===== src/rtl/armleocpu_defines.sv =====
// Shared register-file geometry for the integer pipeline.
package armleocpu_defines;

    localparam int REG_ADDR_W = 5;
    localparam int XLEN       = 32;
    localparam int REG_COUNT  = 32;

endpackage


===== src/rtl/armleocpu_rr_arbiter.sv =====
// Round-robin arbiter: one-hot grant among valid requesters, scan starts at rr_ptr.
// The pointer advances past the winner only when the grant is accepted.
module armleocpu_rr_arbiter #(
    parameter int NUM_REQ = 3,
    localparam int IDX_W  = (NUM_REQ > 1) ? $clog2(NUM_REQ) : 1
) (
    input  logic               clk,
    input  logic               rst_n,
    input  logic [NUM_REQ-1:0] req_valid,
    input  logic               accept,
    output logic [NUM_REQ-1:0] grant,
    output logic [IDX_W-1:0]   grant_idx
);

    logic [IDX_W-1:0] rr_ptr_q;
    logic [IDX_W-1:0] rr_ptr_d;
    logic [IDX_W-1:0] next_ptr_s;

    // Winner selection: first valid requester at or after rr_ptr, wrapping.
    always_comb begin
        logic             found_s;
        logic [IDX_W:0]   sum_s;
        logic [IDX_W-1:0] cand_s;
        grant     = {NUM_REQ{1'b0}};
        grant_idx = {IDX_W{1'b0}};
        found_s   = 1'b0;
        sum_s     = {(IDX_W+1){1'b0}};
        cand_s    = {IDX_W{1'b0}};
        for (int k = 0; k < NUM_REQ; k++) begin
            sum_s = {1'b0, rr_ptr_q} + (IDX_W+1)'(k);
            if (sum_s >= (IDX_W+1)'(NUM_REQ)) begin
                cand_s = IDX_W'(sum_s - (IDX_W+1)'(NUM_REQ));
            end else begin
                cand_s = sum_s[IDX_W-1:0];
            end
            if (!found_s && req_valid[cand_s]) begin
                found_s           = 1'b1;
                grant[cand_s]     = 1'b1;
                grant_idx         = cand_s;
            end else begin
                found_s = found_s;
            end
        end
    end

    // Pointer next-state: one past the accepted winner, otherwise hold.
    always_comb begin
        if (grant_idx == IDX_W'(NUM_REQ - 1)) begin
            next_ptr_s = {IDX_W{1'b0}};
        end else begin
            next_ptr_s = grant_idx + IDX_W'(1);
        end
        if (accept) begin
            rr_ptr_d = next_ptr_s;
        end else begin
            rr_ptr_d = rr_ptr_q;
        end
    end

    // Pointer register.
    always_ff @(posedge clk or negedge rst_n) begin
        if (!rst_n) begin
            rr_ptr_q <= {IDX_W{1'b0}};
        end else begin
            rr_ptr_q <= rr_ptr_d;
        end
    end

endmodule


===== src/rtl/armleocpu_regfile_wb_ctrl.sv =====
// Register-file write-back controller: round-robin write-port arbitration,
// one-cycle write stage and pending-write scoreboard. Option: ARMLEOCPU_REGFILE_BYPASS_EN.
module armleocpu_regfile_wb_ctrl
    import armleocpu_defines::*;
#(
    parameter int NUM_REQ = 3
) (
    input  logic                         clk,
    input  logic                         rst_n,
    input  logic [NUM_REQ-1:0]           req_valid,
    output logic [NUM_REQ-1:0]           req_ready,
    input  logic [REG_ADDR_W*NUM_REQ-1:0] req_rd_addr,
    input  logic [XLEN*NUM_REQ-1:0]      req_wdata,
    output logic [REG_ADDR_W-1:0]        rd_addr,
    output logic [XLEN-1:0]              rd_wdata,
    output logic                         rd_write,
    input  logic                         issue_valid,
    input  logic [REG_ADDR_W-1:0]        issue_rd_addr,
    input  logic [REG_ADDR_W-1:0]        rs1_addr,
    input  logic [REG_ADDR_W-1:0]        rs2_addr,
`ifdef ARMLEOCPU_REGFILE_BYPASS_EN
    input  logic [XLEN-1:0]              rf_rs1_rdata,
    input  logic [XLEN-1:0]              rf_rs2_rdata,
    output logic [XLEN-1:0]              rs1_rdata,
    output logic [XLEN-1:0]              rs2_rdata,
`endif
    output logic                         rs1_busy,
    output logic                         rs2_busy,
    output logic                         rd_busy
);

    localparam int IDX_W = (NUM_REQ > 1) ? $clog2(NUM_REQ) : 1;

    logic [NUM_REQ-1:0]    grant_s;
    logic [IDX_W-1:0]      win_idx_s;
    logic                  transfer_s;
    logic [REG_ADDR_W-1:0] win_addr_s;
    logic [XLEN-1:0]       win_wdata_s;

    logic                  rd_write_q, rd_write_d;
    logic [REG_ADDR_W-1:0] rd_addr_q, rd_addr_d;
    logic [XLEN-1:0]       rd_wdata_q, rd_wdata_d;
    logic [REG_COUNT-1:0]  pending_q, pending_d;

    logic                  clr_en_s;
    logic [REG_ADDR_W-1:0] clr_addr_s;

    armleocpu_rr_arbiter #(
        .NUM_REQ (NUM_REQ)
    ) u_arb (
        .clk       (clk),
        .rst_n     (rst_n),
        .req_valid (req_valid),
        .accept    (transfer_s),
        .grant     (grant_s),
        .grant_idx (win_idx_s)
    );

    // The grant only ever goes to a valid requester, so any grant is a transfer.
    assign req_ready  = grant_s;
    assign transfer_s = |grant_s;

    // Winner payload mux.
    always_comb begin
        win_addr_s  = req_rd_addr[int'(win_idx_s)*REG_ADDR_W +: REG_ADDR_W];
        win_wdata_s = req_wdata[int'(win_idx_s)*XLEN +: XLEN];
    end

    // Write stage next-state: x0 writes are accepted but never reach the file.
    always_comb begin
        if (transfer_s) begin
            rd_write_d = (win_addr_s != {REG_ADDR_W{1'b0}});
            rd_addr_d  = win_addr_s;
            rd_wdata_d = win_wdata_s;
        end else begin
            rd_write_d = 1'b0;
            rd_addr_d  = rd_addr_q;
            rd_wdata_d = rd_wdata_q;
        end
    end

`ifdef ARMLEOCPU_REGFILE_BYPASS_EN
    // Early clear at acceptance; the forwarding path covers the commit cycle.
    always_comb begin
        clr_en_s   = transfer_s;
        clr_addr_s = win_addr_s;
    end

    // Forward the in-flight write over the register-file read data.
    always_comb begin
        if (rd_write_q && (rd_addr_q == rs1_addr) && (rs1_addr != {REG_ADDR_W{1'b0}})) begin
            rs1_rdata = rd_wdata_q;
        end else begin
            rs1_rdata = rf_rs1_rdata;
        end
        if (rd_write_q && (rd_addr_q == rs2_addr) && (rs2_addr != {REG_ADDR_W{1'b0}})) begin
            rs2_rdata = rd_wdata_q;
        end else begin
            rs2_rdata = rf_rs2_rdata;
        end
    end
`else
    // Clear on the edge the register file commits.
    always_comb begin
        clr_en_s   = rd_write_q;
        clr_addr_s = rd_addr_q;
    end
`endif

    // Scoreboard next-state: set is applied after clear so a new issue wins.
    always_comb begin
        pending_d = pending_q;
        if (clr_en_s) begin
            pending_d[clr_addr_s] = 1'b0;
        end else begin
            pending_d = pending_d;
        end
        if (issue_valid && (issue_rd_addr != {REG_ADDR_W{1'b0}})) begin
            pending_d[issue_rd_addr] = 1'b1;
        end else begin
            pending_d = pending_d;
        end
        pending_d[0] = 1'b0;
    end

    // Write stage and scoreboard registers.
    always_ff @(posedge clk or negedge rst_n) begin
        if (!rst_n) begin
            rd_write_q <= 1'b0;
            rd_addr_q  <= {REG_ADDR_W{1'b0}};
            rd_wdata_q <= {XLEN{1'b0}};
            pending_q  <= {REG_COUNT{1'b0}};
        end else begin
            rd_write_q <= rd_write_d;
            rd_addr_q  <= rd_addr_d;
            rd_wdata_q <= rd_wdata_d;
            pending_q  <= pending_d;
        end
    end

    assign rd_write = rd_write_q;
    assign rd_addr  = rd_addr_q;
    assign rd_wdata = rd_wdata_q;

    assign rs1_busy = pending_q[rs1_addr];
    assign rs2_busy = pending_q[rs2_addr];
    assign rd_busy  = pending_q[issue_rd_addr];

endmodule

===== config.mk =====
export PLATFORM = sky130hd
export DESIGN_NAME = armleocpu_regfile_wb_ctrl
export DESIGN_NICKNAME = d
export VERILOG_FILES = /design/src/rtl/armleocpu_defines.sv /design/src/rtl/armleocpu_rr_arbiter.sv /design/src/rtl/armleocpu_regfile_wb_ctrl.sv
export SDC_FILE = /design/constraint.sdc
export NUM_CORES = 1
export LEC_CHECK = 0
export BUFFER_PORTS_ARGS = -buffer_cell sky130_fd_sc_hd__buf_2
export CORE_MARGIN = 3
export CORE_UTILIZATION = 50
export CTS_CLUSTER_DIAMETER = 80
export DETAILED_ROUTE_END_ITERATION = 6
export PLACE_DENSITY = 0.8
export SETUP_SLACK_MARGIN = 0.5
export SLEW_MARGIN = 20
export SYNTH_ARGS = -nofsm -noshare
export SYNTH_HDL_FRONTEND = slang
export SYNTH_HIERARCHICAL = 1
export SYNTH_SLANG_ARGS = --single-unit

===== constraint.sdc =====
create_clock -name clk -period 9.3 [get_ports clk]
set_input_delay 2.79 -clock clk [delete_from_list [all_inputs] [get_ports clk]]
set_output_delay 2.79 -clock clk [all_outputs]
set_load 0.02 [all_outputs]

==> reports/metrics.yaml, run 1 <==
run_status:
  status: "finished clean"
detailed_routing:
  route.detailed.drc: 0
  drtIter0Drc: 271
  met2_wirelength_um: 6953
  wl_per_cell_um: 17.94
  highest_layer: "met4"
  first_pass_iters: 5
  ant_nets: 0
  vias: 4708
  vias_per_cell: 6.013
  wl_met1_um: 5604
  finalWirelength_um: 14050
  wl_met3_um: 1216
clocking:
  clkSlewWorstSetupHoldPaths_ns: 0.07
  cts_num_sinks: 71
  cts_hold_buf: 0
  clk_latency_ns: 0.33
  cts-resized-gates: 0
  clockBufferDepth: 2
  cts_buffers: 9
  post_cts.repair.setup_buffers: 0
  cts_htree_levels: 3
  cts_root_buf: "clkbuf_8"
  cts_tree: "done"
final_layout:
  syn_to_final_growth_pct: 24.29
  antennaDiodeCount: 0
  nFillCells: 760
  seqCellArea_mm2: 0.001777
  layout.cells.non_filler: 783
  final_nets: 806
  multiInputGateArea_mm2: 0.002691
  drive_gt1_share_pct: 32.44
yosys:
  synthXorXnorAreaFrac_pct: 0
  ys_ff_latch: 71
  synthDistinctLibCells: 45
  synth_mux_area_share_pct: 20.68
  synthSimpleGateAreaFrac_pct: 16.12
  synth_top_family_by_area: "multiplexers"
  synth.area.top_cells: "dfrtp_1 38%, mux2i_1 12%, a21oi_1 8.6%"
  ys_seq_area_share_pct: 38.29
  synth_area_mm2: 0.004641
  synth_adder_area_share_pct: 1.078
  post-synth-top-count-cell: "a21oi_1"
  synth_compound_area_share_pct: 19.90
  synth_nets: 649
  synthCells: 513
  synth_edf_count: 0
  ys_top_cells_by_count: "80 x a21oi_1, 79 x nor2_1, 71 x dfrtp_1"
  synthFlopType: "dfrtp_1"
  syn_area_per_cell_um2: 9.046
  ys_async_sr_fraction_pct: 100.0
  yosysWarnings: 6
  synth_top_area_share_pct: 38.29
  yosys.area.top_type: "dfrtp_1"
floorplanning:
  io_pins: 176
  coreArea_mm2: 0.008848
  start_util_pct: 52.45
  dieArea_mm2: 0.01047
  die_width_um: 102.3
  fp.dieH_um: 102.3
  fp-row-count: 34
critical_path:
  required_ns: 6.51
  cp_max_fo: 13
  ff2ff_path_depth: 9
  crit_path_start_kind: "primary input"
  path_class: "in -> out"
  crit_arrival_ns: 4.57
  end_kind: "output port"
grt:
  overflow: 0
  track_usage_pct: 26.85
  grt_pass1_vias: 4492
  antenna_found_initial: 0
  grt_pass1_wl_um: 21940
  grt_max_degree: 76
timing:
  max_freq_ghz: 0.1359
  slew_headroom_pct: 39.10
  setup_viol: 0
  min_period_ns: 7.358
  fin_skew_ns: 0.006362
  rsz0062_at_grt: "false"
  slew_violations: 0
  fin_crit_sh_pct: 79.12
  finalHoldViolations: 0
  tightest_slew_ns: 0.9135
  fin_setup_tns_ns: 0
placed_design:
  io_buffers: 175
  gp_congestion: 0.9093
  dpl.cell_count: 767
  hpwl_um: 10660
pwr:
  worst_ir_drop_vdd_uv: 284.1
  design_power_total_mw: 2.248
  p_leak_nw: 2.631
  power_density_mw_per_mm2: 389.7
hold_path:
  min_path_cells: 2
  hold_path_class: "reg -> reg"
run:
  cap_violations: 0
[report_power, final]
group | leakage [nW] | total [mW] | switching [mW] | internal [mW]
combinational | 1.72 | 1.33 | 0.808 | 0.523
sequential | 0.802 | 0.643 | 0.159 | 0.484
clock | 0.114 | 0.273 | 0.108 | 0.166
[routing by layer]
metal	up-vias	track usage (%)
li1	2182	-
met1	2259	34.33
met5	-	0
met4	0	8.577
met3	29	7.304
met2	238	44.53
[layout by cell type, fill, tap and decap left out, types with 2 or more instances in the layout]
| master | count |
|---|---|
| a21oi_1 | 80 |
| and2b_2 | 2 |
| buf_4 | 4 |
| nand2b_1 | 6 |
| clkbuf_1 | 2 |
| a22oi_1 | 4 |
| mux2_2 | 3 |
| mux4_2 | 8 |
| bufinv_16 | 2 |
| mux2i_1 | 57 |
| o2111ai_1 | 3 |
| inv_1 | 8 |
| o21ai_0 | 67 |
| o2bb2ai_1 | 2 |
| o22ai_1 | 3 |
| clkinv_2 | 2 |
| o211ai_1 | 3 |
| nand4_1 | 4 |
| or2b_1 | 2 |
| nor2_1 | 79 |
| dfrtp_1 | 71 |
| clkbuf_8 | 11 |
| mux2_4 | 2 |
| mux4_1 | 5 |
| nand3b_1 | 12 |
| or3b_2 | 4 |
| a211oi_1 | 3 |
| nand3_1 | 13 |
| or3_1 | 2 |
| buf_2 | 175 |
| ha_1 | 4 |
| nor2b_1 | 7 |
| nor3_1 | 2 |
| nand2_1 | 11 |
[state kept, by name, indices dropped and copies added, names as in the netlist]
signal,cells
rd_wdata,32
pending_q,31
rd_addr,5
u_arb/rr_ptr_q,2
rd_write,1
[area by class of cell]
| type | instances | share of cell area [%] |
|---|---|---|
| clock buffer | 13 | 2.755 |
| clock inverter | 3 | 1.128 |
| inverter | 9 | 0.6074 |
| multi-input combinational | 400 | 46.66 |
| sequential | 71 | 30.80 |
| tap | 108 | 2.343 |
| timing repair buffer | 179 | 15.70 |
[critical path: stages]
cell     delay [ns]
buf_2          0.25
mux4_1         0.58
or2b_1         0.16
nand4_1        0.08
or4_1          0.53
buf_2          0.18
[worst paths after layout]
kind	end	startpoint	slack, ns
setup / recovery	rd_busy	issue_rd_addr[0]	1.94
hold / removal	rd_wdata[3]	rd_wdata[3]	0.53
setup reg to reg	u_arb/rr_ptr_q[1]	u_arb/rr_ptr_q[1]	5.74
hold reg to reg	rd_wdata[3]	rd_wdata[3]	0.53
max in group asynchronous	pending_q[18]	rst_n	6.05
min in group asynchronous	pending_q[27]	rst_n	2.64
[logic make-up (layout without fill, tap and decap cells)]
family,after synthesis,in the layout
compound gates,170,170
fa+ha+maj,4,4
buf+inv,42,204
flops,71,71
mux,76,76
simple gates,150,150
[per-stage QoR]
| step | area, um^2 | hold WS, ns | utilization, % | setup slack (ns) |
|---|---|---|---|---|
| floorplan | 4641 | 0.4965 | - | 2.357 |
| global placement | 5543 | 0.5071 | 62.64 | 1.996 |
| detailed placement | 5543 | 0.5187 | 62.64 | 1.946 |
| CTS | 5767 | 0.5353 | 65.17 | 1.945 |
| global route | 5768 | 0.5659 | 65.19 | 1.863 |
| finish | 5768 | 0.5294 | 65.19 | 1.942 |
(Power assumes the default switching activity.)
==> inputs of run 2 (changes only) <==
clock period = 7.66 ns   (was 9.3 ns; I/O delays follow)
==> run 2 against run 1 <==
Net effect: sequential power rose by 22%; critical path depth unchanged; combinational power rose by 22%; power grew 22%; wire length rose by 1.0%; non-clock buffer count did not move; global-route usage increased by 0.090 points; largest cell class unchanged; die area unchanged; highest routed layer unchanged; clock power is 21% higher; clock skew up 0.0068 ns.
==> reports/metrics.yaml, run 2 (same netlist as run 1, synthesis figures left out) <==
grt:
  grt_pass1_vias: 4560  # +1.5%
  track_usage_pct: 26.94  # +0.090 points
  antenna_found_initial: 0  # unchanged
  overflow: 0  # unchanged
  grt_pass1_wl_um: 22010  # +0.31%
  grt_max_degree: 76  # unchanged
pwr:
  power_density_mw_per_mm2: 473.9  # +22%
  comb_power_share_pct: 59.2  # about the same
  worst_ir_drop_vdd_uv: 363.4  # +28%
  p_leak_nw: 2.627  # -0.16%
  p_sw_share_pct: 48.21  # +0.39 points
  design_power_total_mw: 2.733  # +22%
  internal_power_mw: 1.416  # +21%
  switching_power_mw: 1.317  # +23%
  seq_power_share_pct: 28.7  # about the same
  pwr-share-clk_pct: 12.1  # about the same
final_layout:
  layout_common_cells: "175 x buf_2, 80 x a21oi_1, 79 x nor2_1"
  antennaDiodeCount: 0  # unchanged
  largest_reg_flops: 32  # unchanged
  syn_to_final_growth_pct: 24.27  # about the same
  final_nets: 806  # unchanged
  drive_gt1_share_pct: 32.59  # +0.15 points
  final_common_cell: "buf_2"
floorplanning:
  io_pins: 176  # unchanged
  coreArea_mm2: 0.008848  # unchanged
  fp.dieH_um: 102.3  # unchanged
  fp-row-count: 34  # unchanged
  dieArea_mm2: 0.01047  # unchanged
  die_width_um: 102.3  # unchanged
  start_util_pct: 52.45  # unchanged
timing:
  fin_skew_ns: 0.01319  # +0.006830 ns
  tightest_slew_ns: 0.9218  # +0.008285 ns
  finalHoldViolations: 0  # unchanged
  slew_violations: 0  # unchanged
  setup_viol: 0  # unchanged
  min_period_ns: 6.419
  fin_setup_tns_ns: 0  # unchanged
  max_freq_ghz: 0.1558
  rsz0062_at_grt: "false"
  fin_crit_sh_pct: 83.80
  slew_headroom_pct: 38.55  # -0.55 points
critical_path:
  r2r_start: "u_arb/rr_ptr_q[1]"
  r2r-end: "rd_addr[1]"
  end_kind: "output port"
  crit_path_start_kind: "primary input"
  ff2ff_setup_slack_ns: 4.00  # -1.74 ns
  ff2ff_path_depth: 8  # -1
  crit_arrival_ns: 4.12  # -0.45 ns
  required_ns: 5.36  # -1.15 ns
  path_class: "in -> out"
  cp_max_fo: 13  # unchanged
placed_design:
  hpwl_um: 10600  # -0.54%
  io_buffers: 175  # unchanged
  gp_congestion: 0.9102  # about the same
hold_path:
  holdCritStartpoint: "rd_wdata[5]"
  min_path_cells: 2  # unchanged
  hold_path_class: "reg -> reg"
  worst_hold_path.endpoint: "rd_wdata[5]"
detailed_routing:
  wl_per_cell_um: 18.13  # +1.0%
  first_pass_iters: 5  # unchanged
  vias_per_cell: 6.018  # about the same
  route.detailed.drc: 0  # unchanged
  finalWirelength_um: 14190  # +1.0%
  ant_nets: 0  # unchanged
  drtIter0Drc: 287  # +5.9%
  vias: 4712  # +0.085%
clocking:
  cts_num_sinks: 71  # unchanged
  clk_latency_ns: 0.34  # about the same
  cts_root_buf: "clkbuf_8"
  clkSlewWorstSetupHoldPaths_ns: 0.07  # about the same
  post_cts.repair.setup_buffers: 0  # unchanged
  cts_hold_buf: 0  # unchanged
  clockBufferDepth: 2  # unchanged
  cts_htree_levels: 3  # unchanged
  cts-resized-gates: 0  # unchanged
  cts_buffers: 9  # unchanged
  cts_tree: "done"
run:
  cap_violations: 0  # unchanged
run_status:
  status: "finished clean"
run 2: cell count changes in the layout (fill, tap and decap cells not counted), sizes merged:
| cell | previous run | this run |
|---|---|---|
| clkbuf | 13 | 11 |
| clkinv | 2 | 3 |
| clkinvlp | 0 | 1 |
run 2: final cells by class:
| type | instances | area, um^2 |
|---|---|---|
| Timing Repair Buffer | 179 | 905.9 |
| Tap cell | 108 | 135.1 |
| Sequential cell | 71 | 1777 |
| Inverter | 9 | 35.03 |
| Clock inverter | 5 | 81.33 |
| Clock buffer | 11 | 141.4 |
| Fill cell | 765 | 3082 |
| Multi-Input combinational cell | 400 | 2691 |
run 2: metal layers:
layer  track usage [%]  wire [um]  vias to the layer above
li1                  -          -                     2188
met1             33.64       5563                     2242
met2             45.88       7013                      248
met3             5.666       1205                       34
met4             10.39        411                        0
met5                 0          0                        -
run 2: worst max path at each step:
stage | startpoint | end | slack [ns] | cells after the start
detailed placement | issue_rd_addr[0] | rd_busy | 1.27 | 6
finish | issue_rd_addr[0] | rd_busy | 1.24 | 6
global route | issue_rd_addr[0] | rd_busy | 1.20 | 6
global placement | issue_rd_addr[0] | rd_busy | 1.33 | 6
CTS | issue_rd_addr[0] | rd_busy | 1.26 | 6
floorplan | issue_rd_addr[0] | rd_busy | 1.70 | 4
run 2: through the flow:
| stage | setup WS (ns) | utilization (%) | std cells | cell area (um^2) | hold WS, ns |
|---|---|---|---|---|---|
| finish | 1.241 | 65.17 | 783 | 5767 | 0.5222 |
| CTS | 1.262 | 65.16 | 783 | 5766 | 0.5313 |
| global route | 1.196 | 65.17 | 783 | 5767 | 0.5532 |
| floorplan | 1.701 | - | 513 | 4641 | 0.4965 |
| global placement | 1.329 | 62.64 | 767 | 5543 | 0.5072 |
| detailed placement | 1.266 | 62.64 | 767 | 5543 | 0.5152 |
run 2: power by group through the flow:
| stage | Combinational, mW | Clock, mW | Sequential, mW |
|---|---|---|---|
| 6_report | 1.62 | 0.331 | 0.784 |
| 5_1_grt | 1.78 | 0.353 | 0.803 |
| 4_1_cts | 1.61 | 0.335 | 0.773 |
| 3_5_place_dp | 1.61 | 0 | 0.773 |
| 3_3_place_gp | 1.55 | 0 | 0.765 |
| 2_1_floorplan | 1.11 | 0 | 0.829 |
run 2: critical path: stages:
cell and delay [ns]:
buf_2 0.26, mux4_1 0.60, or2b_1 0.17, nand4_1 0.07, or4_1 0.54, buf_2 0.18
==> inputs of run 3 (changes only) <==
CORE_UTILIZATION = 45   (was 50)
PLACE_DENSITY = 0.76   (was 0.8)
clock period = 5.9 ns   (was 7.66 ns; I/O delays follow)
==> run 3 against run 2 <==
Net effect: first-iteration DRC count is 49% higher; final area is 0.26% higher; highest routed layer unchanged; setup slack worse by 0.66 ns; non-clock buffer count is 1 higher; critical path type unchanged; cell count is 3.2% higher; largest power group unchanged; sequential share of layout area is 0.080 points lower.
==> reports/metrics.yaml, run 3 (same netlist as run 1, synthesis figures left out) <==
floorplanning:
  coreArea_mm2: 0.009910  # +12%
  start_util_pct: 46.83  # -5.6 points
  die_width_um: 107.6  # +5.1%
  fp.dieH_um: 107.6  # +5.1%
  fp-row-count: 36  # +5.9%
  io_pins: 176  # unchanged
  dieArea_mm2: 0.01157  # +10%
pwr:
  power_density_mw_per_mm2: 604.5  # +28%
  p_leak_nw: 2.618  # -0.36%
  worst_ir_drop_vdd_uv: 390.5  # +7.5%
  design_power_total_mw: 3.495  # +28%
timing:
  slew_headroom_pct: 39.12  # +0.57 points
  fin_skew_ns: 0.01164  # -0.001556 ns
  rsz0062_at_grt: "false"
  max_freq_ghz: 0.1880
  slew_violations: 0  # unchanged
  hold_ws_ns: 0.5307  # +0.008487 ns
  tightest_slew_ns: 0.9121  # -0.009670 ns
  fin_setup_tns_ns: 0  # unchanged
  fin_crit_sh_pct: 90.14
  setup_viol: 0  # unchanged
  finalHoldViolations: 0  # unchanged
  min_period_ns: 5.318
clocking:
  cts-resized-gates: 0  # unchanged
  cts_hold_buf: 0  # unchanged
  cts_root_buf: "clkbuf_8"
  clkSlewWorstSetupHoldPaths_ns: 0.08  # about the same
  cts_buffers: 9  # unchanged
  cts_tree: "done"
  cts_htree_levels: 3  # unchanged
  post_cts.repair.setup_buffers: 0  # unchanged
  clockBufferDepth: 2  # unchanged
  cts_num_sinks: 71  # unchanged
  clk_latency_ns: 0.34  # about the same
critical_path:
  ff2ff_path_depth: 11  # +3
  r2r_start: "u_arb/rr_ptr_q[1]"
  max_stage_delay_ns: 0.57  # -0.03 ns
  r2r-end: "rd_write"
  cp_max_fo: 13  # unchanged
  path_class: "in -> out"
  crit_path_top_delay_cell: "mux4_1"
  ff2ff_setup_slack_ns: 2.26  # -1.74 ns
  required_ns: 4.13  # -1.23 ns
  crit_path_start_kind: "primary input"
  crit_chain: "clkbuf_4 > mux4_1 > or2b_1 > nand4_1 > or4_1 > buf_2"
  end_kind: "output port"
  crit_arrival_ns: 3.55  # -0.57 ns
grt:
  track_usage_pct: 25.06  # -1.9 points
  antenna_found_initial: 0  # unchanged
  grt_pass1_vias: 4604  # +0.96%
  overflow: 0  # unchanged
  grt_pass1_wl_um: 22960  # +4.3%
  grt_max_degree: 76  # unchanged
detailed_routing:
  drtIter0Drc: 427  # +49%
  ant_nets: 0  # unchanged
  vias: 4671  # -0.87%
  finalWirelength_um: 14310  # +0.82%
  wl_per_cell_um: 17.71  # -2.3%
  vias_per_cell: 5.781  # -3.9%
  first_pass_iters: 5  # unchanged
  route.detailed.drc: 0  # unchanged
final_layout:
  final_nets: 807  # +0.12%
  finalInstanceArea_mm2: 0.005782  # +0.26%
  largest_reg_flops: 32  # unchanged
  drive_gt1_share_pct: 32.74  # +0.15 points
  final_common_cell: "buf_2"
  antennaDiodeCount: 0  # unchanged
  post-route-util_pct: 58.35  # -6.8 points
  layout_common_cells: "174 x buf_2, 80 x a21oi_1, 79 x nor2_1"
  syn_to_final_growth_pct: 24.59
placed_design:
  io_buffers: 175  # unchanged
  post_dp_cell_area_mm2: 0.005582  # +0.70%
  gp_congestion: 0.9040  # -0.68%
  hpwl_um: 10800  # +1.9%
hold_path:
  holdCritStartpoint: "rd_wdata[4]"
  worst_hold_path.endpoint: "rd_wdata[4]"
  hold_path_class: "reg -> reg"
  min_path_cells: 2  # unchanged
run:
  cap_violations: 0  # unchanged
run_status:
  status: "finished clean"
-- run 3: metal layers --
layer	wire length, um	global-route usage [%]	up-vias
met5	0	0	-
met4	287	7.935	0
met3	1369	6.899	30
met2	6977	40.45	253
met1	5675	32.79	2203
li1	-	-	2185
-- run 3: power by group --
| group | internal [mW] | switching (mW) |
|---|---|---|
| Combinational | 0.830 | 1.27 |
| Clock | 0.204 | 0.177 |
| Sequential | 0.763 | 0.251 |
| Total | 1.80 | 1.70 |
-- run 3: worst max path at each step --
stage | depth (start not counted) | start | slack (ns) | to
after floorplan | 4 | issue_rd_addr[0] | 1.0 | rd_busy
after global placement | 6 | issue_rd_addr[0] | 0.57 | rd_busy
after detailed placement | 6 | issue_rd_addr[0] | 0.53 | rd_busy
after CTS | 6 | issue_rd_addr[0] | 0.54 | rd_busy
after global routing | 6 | issue_rd_addr[0] | 0.52 | rd_busy
final | 6 | issue_rd_addr[0] | 0.58 | rd_busy
-- run 3: area by class of cell --
cell class | count | area (um^2)
inverter | 9 | 35.03
clock buffer | 10 | 137.6
sequential | 71 | 1777
multi-input combinational | 400 | 2691
timing repair buffer | 180 | 915.9
fill | 878 | 4128
tap | 133 | 166.4
clock inverter | 5 | 58.81
-- run 3: per-stage QoR --
step / setup slack (ns) / cells
finish: 0.5818 / 808
global route: 0.5215 / 808
CTS: 0.5365 / 808
detailed placement: 0.5344 / 793
global placement: 0.5709 / 793
floorplan: 0.9970 / 513
-- run 3: critical path: cells and delay by family --
family                 cells  cell delay (ns)
buffers and inverters      2             0.40
and+or+nand+nor            3             0.80
muxes                      1             0.57
